<file path="config.mk">
export PLATFORM = sky130hd
export DESIGN_NAME = serial_subtractor_flat
export DESIGN_NICKNAME = d
export VERILOG_FILES = /design/src/rtl/serial_subtractor_if.sv /design/src/rtl/serial_subtractor.sv /design/src/flat_wrapper.sv
export SDC_FILE = /design/constraint.sdc
export NUM_CORES = 1
export LEC_CHECK = 0
export ABC_CLOCK_PERIOD_IN_PS = 1900
export CAP_MARGIN = 20
export CORE_MARGIN = 2
export CORE_UTILIZATION = 51
export DETAILED_ROUTE_END_ITERATION = 8
export PLACE_DENSITY = 0.82
export SLEW_MARGIN = 25
export SYNTH_ARGS = -nofsm -noshare
export SYNTH_HDL_FRONTEND = slang
export SYNTH_SLANG_ARGS = --single-unit
</file>
<file path="constraint.sdc">
create_clock -name clk -period 1.9 [get_ports clk]
set_clock_uncertainty 0.1 [all_clocks]
set_input_delay 0.19 -clock clk [delete_from_list [all_inputs] [get_ports clk]]
set_output_delay 0.19 -clock clk [all_outputs]
set_load 0.05 [all_outputs]
</file>
<file path="src/rtl/serial_subtractor_if.sv">
// Handshake and operand/result bundle for the bit-serial subtractor.
// The master drives the request side; the slave (the subtractor) returns status and result.
interface serial_subtractor_if #(
    parameter int WIDTH = 8
);
    logic             start;
    logic [WIDTH-1:0] a;
    logic [WIDTH-1:0] b;
    logic             bin;
    logic             busy;
    logic             done;
    logic [WIDTH-1:0] diff;
    logic             bout;

    modport master (
        output start, a, b, bin,
        input  busy, done, diff, bout
    );

    modport slave (
        input  start, a, b, bin,
        output busy, done, diff, bout
    );
endinterface

</file>
<file path="src/rtl/serial_subtractor.sv">
// Bit-serial a - b - bin, LSB first, one full-subtractor cell and a registered borrow.
// Results appear only on completion; every output comes straight from a flop.
module serial_subtractor #(
    parameter int WIDTH = 8
) (
    input  logic                clk,
    input  logic                rst_n,
    serial_subtractor_if.slave  sif
);
    localparam int CNT_W = $clog2(WIDTH + 1);
    localparam logic [CNT_W-1:0] LAST_BIT = CNT_W'(WIDTH - 1);

    typedef enum logic {
        IDLE = 1'b0,
        RUN  = 1'b1
    } state_t;

    state_t           state_reg, state_next;
    logic [WIDTH-1:0] sa_reg, sa_next;
    logic [WIDTH-1:0] sb_reg, sb_next;
    logic [WIDTH-1:0] sr_reg, sr_next;
    logic             br_reg, br_next;
    logic [CNT_W-1:0] cnt_reg, cnt_next;
    logic             busy_reg, busy_next;
    logic             done_reg, done_next;
    logic [WIDTH-1:0] diff_reg, diff_next;
    logic             bout_reg, bout_next;

    // Full-subtractor cell on the current LSBs and the running borrow.
    logic             bit_d;
    logic             bit_borrow;
    logic [WIDTH-1:0] sr_shift;

    assign bit_d      = sa_reg[0] ^ sb_reg[0] ^ br_reg;
    assign bit_borrow = (~sa_reg[0] & sb_reg[0]) | (~(sa_reg[0] ^ sb_reg[0]) & br_reg);

    // Result register shifts right; the fresh bit enters at the MSB so that
    // after WIDTH steps bit i sits at position i.
    genvar gi;
    generate
        for (gi = 0; gi < WIDTH; gi++) begin : g_sr_shift
            if (gi == WIDTH - 1) begin : g_msb
                assign sr_shift[gi] = bit_d;
            end else begin : g_low
                assign sr_shift[gi] = sr_reg[gi+1];
            end
        end
    endgenerate

    always_ff @(posedge clk or negedge rst_n) begin
        if (!rst_n) begin
            state_reg <= IDLE;
            sa_reg    <= '0;
            sb_reg    <= '0;
            sr_reg    <= '0;
            br_reg    <= 1'b0;
            cnt_reg   <= '0;
            busy_reg  <= 1'b0;
            done_reg  <= 1'b0;
            diff_reg  <= '0;
            bout_reg  <= 1'b0;
        end else begin
            state_reg <= state_next;
            sa_reg    <= sa_next;
            sb_reg    <= sb_next;
            sr_reg    <= sr_next;
            br_reg    <= br_next;
            cnt_reg   <= cnt_next;
            busy_reg  <= busy_next;
            done_reg  <= done_next;
            diff_reg  <= diff_next;
            bout_reg  <= bout_next;
        end
    end

    always_comb begin
        state_next = state_reg;
        sa_next    = sa_reg;
        sb_next    = sb_reg;
        sr_next    = sr_reg;
        br_next    = br_reg;
        cnt_next   = cnt_reg;
        busy_next  = busy_reg;
        done_next  = 1'b0;
        diff_next  = diff_reg;
        bout_next  = bout_reg;

        case (state_reg)
            IDLE: begin
                if (sif.start) begin
                    state_next = RUN;
                    sa_next    = sif.a;
                    sb_next    = sif.b;
                    br_next    = sif.bin;
                    cnt_next   = '0;
                    sr_next    = '0;
                    busy_next  = 1'b1;
                end
            end
            RUN: begin
                sa_next  = sa_reg >> 1;
                sb_next  = sb_reg >> 1;
                sr_next  = sr_shift;
                br_next  = bit_borrow;
                cnt_next = cnt_reg + CNT_W'(1);
                // Publish on the edge that consumes the last bit, so diff never shows partials.
                if (cnt_reg == LAST_BIT) begin
                    state_next = IDLE;
                    busy_next  = 1'b0;
                    done_next  = 1'b1;
                    diff_next  = sr_shift;
                    bout_next  = bit_borrow;
                end
            end
            default: begin
                state_next = IDLE;
                busy_next  = 1'b0;
            end
        endcase
    end

    assign sif.busy = busy_reg;
    assign sif.done = done_reg;
    assign sif.diff = diff_reg;
    assign sif.bout = bout_reg;
endmodule

</file>
<file path="src/flat_wrapper.sv">
// flat-port wrapper written by rule: the top's interface ports become plain ports
module serial_subtractor_flat 
#(
    parameter int WIDTH = 8
)
  (clk, rst_n, sif_start, sif_a, sif_b, sif_bin, sif_busy, sif_done, sif_diff, sif_bout);
  serial_subtractor_if #(.WIDTH(WIDTH)) sif_i ();
  input  logic clk;
  input  logic rst_n;
  input wire logic [$bits(sif_i.start)-1:0] sif_start;
  input wire logic [$bits(sif_i.a)-1:0] sif_a;
  input wire logic [$bits(sif_i.b)-1:0] sif_b;
  input wire logic [$bits(sif_i.bin)-1:0] sif_bin;
  output wire logic [$bits(sif_i.busy)-1:0] sif_busy;
  output wire logic [$bits(sif_i.done)-1:0] sif_done;
  output wire logic [$bits(sif_i.diff)-1:0] sif_diff;
  output wire logic [$bits(sif_i.bout)-1:0] sif_bout;
  assign sif_i.start = sif_start;
  assign sif_i.a = sif_a;
  assign sif_i.b = sif_b;
  assign sif_i.bin = sif_bin;
  assign sif_busy = sif_i.busy;
  assign sif_done = sif_i.done;
  assign sif_diff = sif_i.diff;
  assign sif_bout = sif_i.bout;
  serial_subtractor #(.WIDTH(WIDTH)) u_core (.clk(clk), .rst_n(rst_n), .sif(sif_i));
endmodule
</file>
==> flow_summary_export.csv, run 1 <==
group,metric,value,unit
run_status,status,"finished, final reports clean",
timing,slew-limit-headroom,0.6653,
global_routing,grt_first_pass_wirelength,4.698,mm
clock_network,clkSlewWorstSetupHoldPaths,0.12,ns
critical_path,r2r_start,"u_core.cnt_reg[0]",
critical_path,regToRegEndpoint,"u_core.sif.diff[6]",
timing,maxClockFrequency,540.9,MHz
critical_path,crit_required,1.61,ns
synth,number_of_register_bits_inferred_by_synthesis,40,
power_and_ir_drop,p_leak,1.018,nW
synth,syn_inst,139,
run,cap_violations,0,
global_routing,via_count_of_the_first_global_routing_pass,1100,
critical_path,crit_path_top_delay_cell,"sky130_fd_sc_hd__clkdlybuf4s50_1",
layout,final_cell_area,2157,um2
critical_path,critPathMaxFanout,3,
timing,final_hold_viol_count,0,
floorplan,num_io_pins,31,
detailed_routing,postRouteWirelength,2.875,mm
min_path,worstHoldPathType,"input pin to async pin",
detailed_routing,wl_per_cell,13.13,um
floorplan,die_height,62.02,um
critical_path,worst_r2r_path_depth,3,
critical_path,cp_cell_sequence,"clkdlybuf4s50_1",
critical_path,worstSetupPathType,"register to primary output",
floorplan,fp.dieArea,3846,um2
timing,setup_tns,0,ns
synth,synth-compound-area-share,0.1042,
synth,yosys.area_share.adder,0.01895,
detailed_routing,postRouteAntennaNets,0,
synth,dominant_combinational_cell_family_by_area_after_synthesis,"multiplexers",
placed_design,place.detailed.hpwl,2.119,mm
timing,final_max_slew_viol_count,0,
placed_design,placement.cell_area,2057,um2
global_routing,globalRouteTotalUtil,0.1728,
floorplan,floorplan.rows,21,
floorplan,design.core.area,3284,um2
timing,min_period,1.849,ns
power_and_ir_drop,power_density,1640,nW/um2
floorplan,floorplan.initialDensity,0.5227,
clock_network,cts.sink_count,40,
synth,yosys_warnings,0,
clock_network,clock-root-buffer,"sky130_fd_sc_hd__clkbuf_4",
layout,final_layout_size_suffix_gt1_frac,0.1387,
clock_network,cts_buffers,5,
detailed_routing,post_drt_via_cell_ratio,5.132,
placed_design,buffers_on_ports,30,
critical_path,r2r_setup_slack,0.27,ns
layout,area_added_between_synthesis_and_finish,25.66,%
critical_path,cp.buffers_inverters,1,
global_routing,grt_overflow_total,0,
power_and_ir_drop,p_total,3.537,mW
detailed_routing,first_pass_iters,4,
synth,post_synth.cell_area_avg,12.35,um2
timing,grt_setup_unrepaired,"no",
layout,antennaDiodeCount,0,
clock_network,cts_tree,"yes",
floorplan,width_of_the_die,62.02,um
critical_path,timing.critical_path.max_delay_family,"buffers and inverters",
power_and_ir_drop,vdd_drop_max,0.7466,mV
timing,setup_viol_count_final,0,
synth,post_synth_and_or_nand_nor_area_fraction,0.07799,
layout,layout.nets,194,
detailed_routing,num_vias,1124,
global_routing,largest_net_degree_at_the_start_of_global_routing,48,
synth,synth_area,1717,um2
clock_network,post_cts_resize_count,0,
clock_network,insertion_delay,0.35,ns
critical_path,end_kind,"primary output",
critical_path,startpoint_type,"register",
synth,synthesis.nets,161,
detailed_routing,remaining_drc_errors,0,
timing,worst_slew_pin_slew,0.5005,ns
layout,n_fill_cell,280,
synth,ys_seq_area_frac,0.5831,
global_routing,antenna_found_initial,0,
timing,post-route-period-util,0.9731,
critical_path,crit_arrival,1.56,ns
synth,synth_cell_type_count,25,
clock_network,number_of_buffers_on_the_longest_clock_path,2,
critical_path,cp_slowest_stage_delay,0.82,ns
synth,synth.mux.area_fraction,0.1669,
clock_network,number_of_h_tree_levels,2,
clock_network,cts_setup_buffers,0,
placed_design,place_congestion,0.7587,
synth,synth_xor_xnor_area_share,0.01020,
detailed_routing,dr.first_iter.drc_count,20,
==> where the power goes <==
group          leakage (nW)  total (mW)  internal [mW]  switching [mW]
logic                 0.458        1.51          0.694           0.817
clock network        0.0484       0.588          0.315           0.272
registers             0.511        1.44           1.20           0.238
total                  1.02        3.54           2.21            1.33
==> worst max path at each step <==
| stage | from | endpoint | slack, ns | cells after the start |
|---|---|---|---|---|
| after floorplan | u_core.cnt_reg[0] | u_core.sif.diff[0] | 0.49 | 4 |
| after global placement | u_core.cnt_reg[0] | u_core.sif.diff[2] | 0.33 | 3 |
| after detailed placement | u_core.cnt_reg[0] | u_core.sif.diff[6] | 0.26 | 3 |
| after CTS | u_core.sif.busy | sif_busy | 0.03 | 1 |
| after global routing | u_core.sif.bout | sif_bout | 0.007 | 1 |
| final | u_core.sif.busy | sif_busy | 0.05 | 1 |
==> stage by stage <==
stage,std cells,setup slack (ns),utilization,hold slack (ns)
3_3_place_gp,210,0.3298,0.6263,0.1608
6_report,219,0.05118,0.6568,0.3143
5_1_grt,219,0.007098,0.6568,0.3560
4_1_cts,219,0.03409,0.6568,0.3232
3_5_place_dp,210,0.2646,0.6263,0.1738
2_1_floorplan,139,0.4897,-,-0.2056
==> cells in the mapped netlist, drive strengths merged <==
master,n,share of area
mux2i,17,0.099
a211oi,1,0.0044
nand4b,1,0.0087
clkbuf,1,0.0022
nor2b,1,0.0036
xnor2,1,0.0051
mux2,8,0.068
a22o,8,0.042
nand2,18,0.039
nand3,1,0.0029
inv,3,0.0066
buf,8,0.030
dfrtp,40,0.58
a21oi,2,0.0058
fa,1,0.012
ha,1,0.0073
nor2,5,0.012
xor2,1,0.0051
nand2b,3,0.011
o21ai,18,0.052
==> kinds of logic (layout without fill, tap and decap cells) <==
group / count (synthesis) / after routing
fa+ha+maj: 2 / 2
mux: 25 / 25
simple gates: 29 / 29
compound gates: 29 / 29
xor+xnor: 2 / 2
flops: 40 / 40
buf+inv: 12 / 46
==> cells in the final DEF (no fill, tap or decap), types with 2 or more instances in the layout <==
cell	netlist	routed
sky130_fd_sc_hd__mux2_4	7	7
sky130_fd_sc_hd__nor2_1	4	4
sky130_fd_sc_hd__a21oi_1	2	2
sky130_fd_sc_hd__buf_4	2	3
sky130_fd_sc_hd__mux2i_1	17	17
sky130_fd_sc_hd__clkbuf_4	0	5
sky130_fd_sc_hd__clkdlybuf4s50_1	0	29
sky130_fd_sc_hd__o21ai_0	18	18
sky130_fd_sc_hd__nand2_1	18	18
sky130_fd_sc_hd__nand2b_1	3	3
sky130_fd_sc_hd__a22o_1	7	7
sky130_fd_sc_hd__inv_1	3	3
sky130_fd_sc_hd__dfrtp_1	40	40
==> routing by layer <==
metal  up-vias  track usage  wire length (um)
met4         0      0.09119                59
met5         -            0                 0
met3         7      0.04969               139
met1       541       0.1962              1241
li1        545            -                 -
met2        31       0.2932              1435
==> area by class of cell <==
cell class,count,area [um2],share of cell area
Tap cell,46,57.56,0.02668
Clock buffer,6,51.30,0.02378
Sequential cell,40,1001,0.4640
Timing Repair Buffer,35,347.8,0.1613
Multi-Input combinational cell,87,649.4,0.3010
Clock inverter,2,38.79,0.01798
Inverter,3,11.26,0.005220
==> timing repair <==
item,CTS,global route
endpoints found under the hold margin,40,0
setup endpoints to repair,0,0
hold buffers,1,0
No activity file was read; power rests on OpenSTA's default activity.
==> run 2, diff against run 1 <==
--- a/config.mk
+++ b/config.mk
@@ -10,6 +10,7 @@
 export CORE_MARGIN = 2
 export CORE_UTILIZATION = 51
 export DETAILED_ROUTE_END_ITERATION = 8
+export HOLD_SLACK_MARGIN = 0.15
 export PLACE_DENSITY = 0.82
 export SLEW_MARGIN = 25
 export SYNTH_ARGS = -nofsm -noshare
==> results of run 2 <==
Final layout, timing and power as in run 1 (identical DEF).
